**src/rtl/serial_comp_ctrl_if.sv**
```systemverilog
// rtl/serial_comp_ctrl_if.sv - request/result bundle between requester and bit-serial comparator
interface serial_comp_ctrl_if #(
    parameter int WIDTH = 8
);
    localparam int CW = $clog2(WIDTH) + 1;

    logic             start;
    logic [WIDTH-1:0] a;
    logic [WIDTH-1:0] b;
    logic             busy;
    logic             done;
    logic             eq;
    logic             lt;
    logic             gt;
    logic [CW-1:0]    cmp_cycles;

    // Requesting control block
    modport master (
        output start, a, b,
        input  busy, done, eq, lt, gt, cmp_cycles
    );

    // Comparator sequencer
    modport slave (
        input  start, a, b,
        output busy, done, eq, lt, gt, cmp_cycles
    );
endinterface

```
**src/rtl/serial_comp_ctrl.sv**
```systemverilog
// rtl/serial_comp_ctrl.sv - MSB-first bit-serial magnitude comparator sequencer
module serial_comp_ctrl #(
    parameter int WIDTH = 8
) (
    input  logic                clk,
    input  logic                rst_n,
    serial_comp_ctrl_if.slave   bus
);
    localparam int CW = $clog2(WIDTH) + 1;

    typedef enum logic [1:0] {
        ST_IDLE    = 2'd0,
        ST_COMPARE = 2'd1,
        ST_DONE    = 2'd2
    } state_t;

    state_t           r_state;
    logic [WIDTH-1:0] r_sa;
    logic [WIDTH-1:0] r_sb;
    logic [CW-1:0]    r_cnt;
    logic             r_busy;
    logic             r_done;
    logic             r_eq;
    logic             r_lt;
    logic             r_gt;
    logic [CW-1:0]    r_cmp_cycles;

    // 1-bit comparator slice, always looking at the current MSB pair
    logic w_sa_msb;
    logic w_sb_msb;
    logic w_bit_ne;

    assign w_sa_msb = r_sa[WIDTH-1];
    assign w_sb_msb = r_sb[WIDTH-1];
    assign w_bit_ne = w_sa_msb ^ w_sb_msb;

    // Sequencer: capture, walk bits MSB first, stop on first difference
    always_ff @(posedge clk or negedge rst_n) begin
        if (!rst_n) begin
            r_state      <= ST_IDLE;
            r_sa         <= '0;
            r_sb         <= '0;
            r_cnt        <= '0;
            r_busy       <= 1'b0;
            r_done       <= 1'b0;
            r_eq         <= 1'b0;
            r_lt         <= 1'b0;
            r_gt         <= 1'b0;
            r_cmp_cycles <= '0;
        end else begin
            case (r_state)
                ST_IDLE: begin
                    r_done <= 1'b0;
                    if (bus.start) begin
                        r_sa    <= bus.a;
                        r_sb    <= bus.b;
                        r_cnt   <= CW'(WIDTH - 1);
                        r_busy  <= 1'b1;
                        r_state <= ST_COMPARE;
                    end
                end
                ST_COMPARE: begin
                    if (w_bit_ne) begin
                        // Result flags change only at this decision edge
                        r_gt         <= w_sa_msb & ~w_sb_msb;
                        r_lt         <= ~w_sa_msb & w_sb_msb;
                        r_eq         <= 1'b0;
                        r_cmp_cycles <= CW'(WIDTH) - r_cnt;
                        r_done       <= 1'b1;
                        r_state      <= ST_DONE;
                    end else if (r_cnt == '0) begin
                        r_eq         <= 1'b1;
                        r_lt         <= 1'b0;
                        r_gt         <= 1'b0;
                        r_cmp_cycles <= CW'(WIDTH);
                        r_done       <= 1'b1;
                        r_state      <= ST_DONE;
                    end else begin
                        r_sa  <= {r_sa[WIDTH-2:0], 1'b0};
                        r_sb  <= {r_sb[WIDTH-2:0], 1'b0};
                        r_cnt <= r_cnt - 1'b1;
                    end
                end
                ST_DONE: begin
                    // One gap cycle; start is not looked at here
                    r_done  <= 1'b0;
                    r_busy  <= 1'b0;
                    r_state <= ST_IDLE;
                end
                default: begin
                    r_done  <= 1'b0;
                    r_busy  <= 1'b0;
                    r_state <= ST_IDLE;
                end
            endcase
        end
    end

    assign bus.busy       = r_busy;
    assign bus.done       = r_done;
    assign bus.eq         = r_eq;
    assign bus.lt         = r_lt;
    assign bus.gt         = r_gt;
    assign bus.cmp_cycles = r_cmp_cycles;
endmodule

```
**src/flat_wrapper.sv**
```systemverilog
// flat-port wrapper written by rule: the top's interface ports become plain ports
module serial_comp_ctrl_flat 
#(
    parameter int WIDTH = 8
)
  (clk, rst_n, bus_start, bus_a, bus_b, bus_busy, bus_done, bus_eq, bus_lt, bus_gt, bus_cmp_cycles);
  serial_comp_ctrl_if #(.WIDTH(WIDTH)) bus_i ();
  input  logic clk;
  input  logic rst_n;
  input wire logic [$bits(bus_i.start)-1:0] bus_start;
  input wire logic [$bits(bus_i.a)-1:0] bus_a;
  input wire logic [$bits(bus_i.b)-1:0] bus_b;
  output wire logic [$bits(bus_i.busy)-1:0] bus_busy;
  output wire logic [$bits(bus_i.done)-1:0] bus_done;
  output wire logic [$bits(bus_i.eq)-1:0] bus_eq;
  output wire logic [$bits(bus_i.lt)-1:0] bus_lt;
  output wire logic [$bits(bus_i.gt)-1:0] bus_gt;
  output wire logic [$bits(bus_i.cmp_cycles)-1:0] bus_cmp_cycles;
  assign bus_i.start = bus_start;
  assign bus_i.a = bus_a;
  assign bus_i.b = bus_b;
  assign bus_busy = bus_i.busy;
  assign bus_done = bus_i.done;
  assign bus_eq = bus_i.eq;
  assign bus_lt = bus_i.lt;
  assign bus_gt = bus_i.gt;
  assign bus_cmp_cycles = bus_i.cmp_cycles;
  serial_comp_ctrl #(.WIDTH(WIDTH)) u_core (.clk(clk), .rst_n(rst_n), .bus(bus_i));
endmodule
```
**config.mk**
```make
export PLATFORM = sky130hd
export DESIGN_NAME = serial_comp_ctrl_flat
export DESIGN_NICKNAME = d
export VERILOG_FILES = /design/src/rtl/serial_comp_ctrl_if.sv /design/src/rtl/serial_comp_ctrl.sv /design/src/flat_wrapper.sv
export SDC_FILE = /design/constraint.sdc
export NUM_CORES = 1
export LEC_CHECK = 0
export CAP_MARGIN = 20
export CORE_MARGIN = 3
export CORE_UTILIZATION = 55
export CTS_CLUSTER_DIAMETER = 200
export DETAILED_ROUTE_END_ITERATION = 12
export PLACE_DENSITY_LB_ADDON = 0.12
export SYNTH_ARGS = -nofsm -noshare
export SYNTH_HDL_FRONTEND = slang
export SYNTH_SLANG_ARGS = --single-unit
```
**constraint.sdc**
```tcl
create_clock -name clk -period 3 [get_ports clk]
set_clock_uncertainty 0.1 [all_clocks]
set_input_delay 0.3 -clock clk [delete_from_list [all_inputs] [get_ports clk]]
set_output_delay 0.3 -clock clk [all_outputs]
set_load 0.1 [all_outputs]
```
# [After elaboration in Yosys (flattened, before gate mapping)]
# Index checks and enable logic that the tools add are counted.
[word_totals] register_bits=31 in_bits=19 out_inout_bits=9 word_cells=58
[classes] addsub=2 n_eq_ne=5 mux=27 n_bitwise=6 n_reduce_logical=8
[ops] cell="two-way mux 8 bit" count=6
[ops] cell="case mux 8 bit (2 select lines)" count=2
[ops] cell="two-way mux 4 bit" count=5
[ops] cell="two-way mux 1 bit" count=8
[ops] cell="case mux 4 bit (2 select lines)" count=1
[ops] cell="two-way mux 2 bit" count=3
[ops] cell="!= test 2 bit (second input constant)" count=3
[ops] cell="AND reduction 2 bit" count=3
[ops] cell="logical NOT 4 bit" count=1
[ops] cell="case mux 2 bit (2 select lines)" count=1
[ops] cell="AND reduction 4 bit" count=1
[ops] cell="nonzero test 2 bit" count=2
[ops] cell="subtractor 4 x 1 -> 4 bit (second input constant)" count=1
[ops] cell="subtractor 4 bit (first input constant)" count=1
[ops] cell="!= test 3 x 1 -> 1 bit (second input constant)" count=1
[ops] cell="NOT 1 bit" count=3
[ops] cell="AND 1 bit" count=2
[ops] cell="equality test 2 x 1 -> 1 bit (second input constant)" count=1
[ops] cell="logical NOT 2 bit" count=1
[ops] cell="case mux 1 bit (2 select lines)" count=1
[ops] cell="bitwise XOR 1 bit" count=1

# [Depth between registers and ports, before layout]
[depth] depth_word=4 ltp_mapped=7 ltp_nobuf=6

# [Worst setup path after synthesis]
# Ideal clock, no wire load.
[synth_timing] kind="register to register" startpoint="register u_core.r_cnt[0]" endpoint="register u_core.r_cnt[1]" setup_ns=0.125 arrival_ns=1.833 required_time_ns=2.775 path_slack_ns=0.942 path_stages_with_launch=8 path_buffers=2 synth_period_minus_slack_ns=2.058 path_cell_list="dfrtp_1 > inv_1 > ha_1 > or3b_4 > a31o_1 > buf_6 > buf_12 > mux2_4"
[synth_between] elab_chain_cells=4 word_cells_on_any_way=7 cone_classes="add/sub: 1; eq/ne: 1; mux: 3; reduce/logical: 2"
[synth_lines] element="from (decl)" line="serial_comp_ctrl.sv:20" source="logic [CW-1:0] r_cnt;"
[synth_lines] element="from (signal assigned)" line="serial_comp_ctrl.sv:57" source="r_cnt <= CW'(WIDTH - 1);"
[synth_lines] element="from (signal assigned)" line="serial_comp_ctrl.sv:81" source="r_cnt <= r_cnt - 1'b1;"
[synth_lines] element="subtractor 4 x 1 -> 4 bit" line="serial_comp_ctrl.sv:81"
[synth_lines] element="two-way mux 4 bit" line="serial_comp_ctrl.sv:71" source="end else if (r_cnt == '0) begin"
[synth_lines] element="two-way mux 4 bit" line="serial_comp_ctrl.sv:63" source="if (w_bit_ne) begin"
[synth_lines] element="case mux 4 bit (2 select lines)" line="serial_comp_ctrl.sv:51" source="case (r_state)"
# Parallel ways exist; a longest one is shown, timed or not. The select of a mux whose other input is x is not followed.
# A chain may end at the register's enable or synchronous reset.

# [Worst setup path after layout]
[layout_timing] startpoint="register u_core.r_cnt[0]" endpoint="register u_core.r_sa[3]"
[layout_between] elab_chain_cells=3
[layout_lines] element="logical NOT 4 bit" line="serial_comp_ctrl.sv:71"
[layout_lines] element="!= test 2 bit (no source line)"
[layout_lines] element="AND reduction 4 bit (no source line)"
[layout_lines] element="to (signal assigned)" line="serial_comp_ctrl.sv:55" source="r_sa <= bus.a;"
[layout_lines] element="to (signal assigned)" line="serial_comp_ctrl.sv:79" source="r_sa <= {r_sa[WIDTH-2:0], 1'b0};"
[layout_lines] element="to (decl)" line="serial_comp_ctrl.sv:18" source="logic [WIDTH-1:0] r_sa;"
# Every way passes these cells.

==> results.cfg <==
[synthesis]
syn-mean-instance-area_sq_um = 13.20
ys_types = 28
synth_seq_area_share_pct = 52.45
synth_edf_count = 0
yosys.area.top_type_share_pct = 52.45
dominantRegCellSynth = dfrtp_1
synth_top_area_cell = dfrtp_1
synth.most_common_cell = dfrtp_1
ys_ff_latch = 31
ys_warn_count = 0
ys_top_cells_by_count = 31 x dfrtp_1, 21 x mux2_2, 8 x inv_1
synth_top_cells_by_area = dfrtp_1 52%, mux2_2 16%, mux2_4 6.1%, mux2i_1 4.1%, ha_1 2.5%
synth_area_sq_mm = 0.001479
async_flop_share_pct = 100.0
syn_inst = 112
syn_nets = 134

[setup_path]
cp-start-kind = register
worstPathRequired_ns = 3.11
cp_max_fo = 17
worst_ep_arrival_time_ns = 2.22
criticalPathCategory = reg2reg
end_kind = register

[die]
die_h_um = 57.86
die_area_sq_mm = 0.003347
dieWidth_um = 57.86
core_sq_mm = 0.002522
fp-row-count = 18
num_io_pins = 28
start_util_pct = 58.63

[timing]
relSlewSlack_pct = 44.42
post-route-period-util_pct = 70.59
fin_ws_ns = 0.8822
drv_slew = 0
final_hold_viol_count = 0
max_freq_ghz = 0.4722
worstMarginPinSlew_ns = 0.8337
rsz0062_at_grt = no
fin_setup_tns_ns = 0
layout_min_cycle_time_ns = 2.118
setup_viol = 0
fin_hold_ws_ns = 0.2633

[route]
vias_per_cell = 5.394
via_count = 944
drc_errors = 0
ant_nets = 0
drt-pass1-iter-count = 4
wire_per_inst_um = 14.60
wl_um = 2555
drt_iter0_drc = 19

[cts]
worst_skew_pair.late_latency_ns = 0.33
hold_buffers = 0
cts_tree = yes
htreeDepth = 2
cts_made_buffers = 5
cts_resized = 0
cts.sinks = 31
clk_pin_slew_ns = 0.10
root_buffer = clkbuf_4
postCtsSetupBuffers = 0
cts_buffer_depth = 2

[worst_hold_path]
hold_path.class = in2async

[finish]
diodes = 0
area_growth_pct = 22.17
seqCellArea_sq_um = 775.7
multiInputGateArea_sq_um = 631.9
final_nets = 166
drive_gt1_share_pct = 33.79
nFillCells = 201
final_util_pct = 71.63

[placed_design]
dp_slack_ns = 0.8458
gp_congestion = 0.7874
io_buffers = 27
dp_hpwl_um = 1835

[grt]
first_global_vias = 928
grt_pass1_wl_um = 4319
gr-total-overflow = 0
antenna_found_initial = 0
grt_max_degree = 32
grt_usage_pct = 17.15

[flow_run]
cap_violations = 0

[run_status]
outcome = finished, final reports clean
[per-layer routing]
metal | wire (um) | up-vias | global-route usage [%]
li1 | - | 459 | -
met3 | 157 | 2 | 6.236
met1 | 1205 | 457 | 24.01
met5 | 0 | - | 0
met4 | 12 | 0 | 3.974
met2 | 1180 | 26 | 25.65
[flip-flops by register name, summed over array words and instances, names as in the netlist]
signal,flops
u_core.bus.busy,1
u_core.bus.cmp_cycles,4
u_core.bus.done,1
u_core.bus.eq,1
u_core.bus.gt,1
u_core.bus.lt,1
u_core.r_cnt,4
u_core.r_sa,8
u_core.r_sb,8
u_core.r_state,2
[logic make-up (layout without fill, tap and decap cells)]
family                     Yosys count  in the layout  synth area share (%)
and+or+nand+nor                     16             16                 5.923
AOI/OAI and AO/OA                   15             15                 6.938
buffers and inverters               12             45                 4.822
DFF                                 31             31                 52.45
adders and majority gates            3              3                 2.538
xor gates and xnor gates             2              2                 1.185
muxes                               33             33                 26.14
[per-stage QoR]
stage / area, sq um / cells
floorplan: 1479 / 112
global placement: 1738 / 167
detailed placement: 1738 / 167
CTS: 1807 / 175
global route: 1807 / 175
finish: 1807 / 175
[placed cells by master (no fill, tap or decap), types with 3 or more instances in the layout]
cell,n
mux2_2,21
o21ai_0,5
clkdlybuf4s50_1,18
mux2i_1,6
inv_1,8
clkbuf_4,5
mux2_4,6
buf_4,11
ha_1,3
dfrtp_1,31
nand2_1,6
[critical path, stage by stage (launching register included)]
cell	delay, ns
dfrtp_1	0.40
inv_1	0.10
ha_1	0.21
or3b_4	0.43
a31o_1	0.23
buf_4	0.21
mux2_4	0.32
[path summary, 6_finish.rpt]
| check | from | to | slack (ns) | cells after the start |
|---|---|---|---|---|
| max in group asynchronous | rst_n | u_core.bus.cmp_cycles[0] | 2.23 | 2 |
| worst min register to register | u_core.r_sb[1] | u_core.r_sb[1] | 0.41 | 1 |
| min in group clk | u_core.r_sb[1] | u_core.r_sb[1] | 0.41 | 1 |
| worst max register to register | u_core.r_cnt[0] | u_core.r_sa[3] | 0.88 | 6 |
| worst min-delay path | rst_n | u_core.r_sb[3] | 0.26 | 2 |
| worst max-delay path | u_core.r_cnt[0] | u_core.r_sa[3] | 0.88 | 6 |
[final cells by class]
type | count | share of cell area [%]
flip-flops and latches | 31 | 42.94
multi-input cells | 69 | 34.97
repair buffers | 29 | 14.54
clock buffers | 8 | 3.809
well taps | 30 | 2.078
inverters | 8 | 1.662
Power is left out: the tool's default activity adds up to more than one toggle a clock period on the data nets, which glitch-free logic cannot reach.
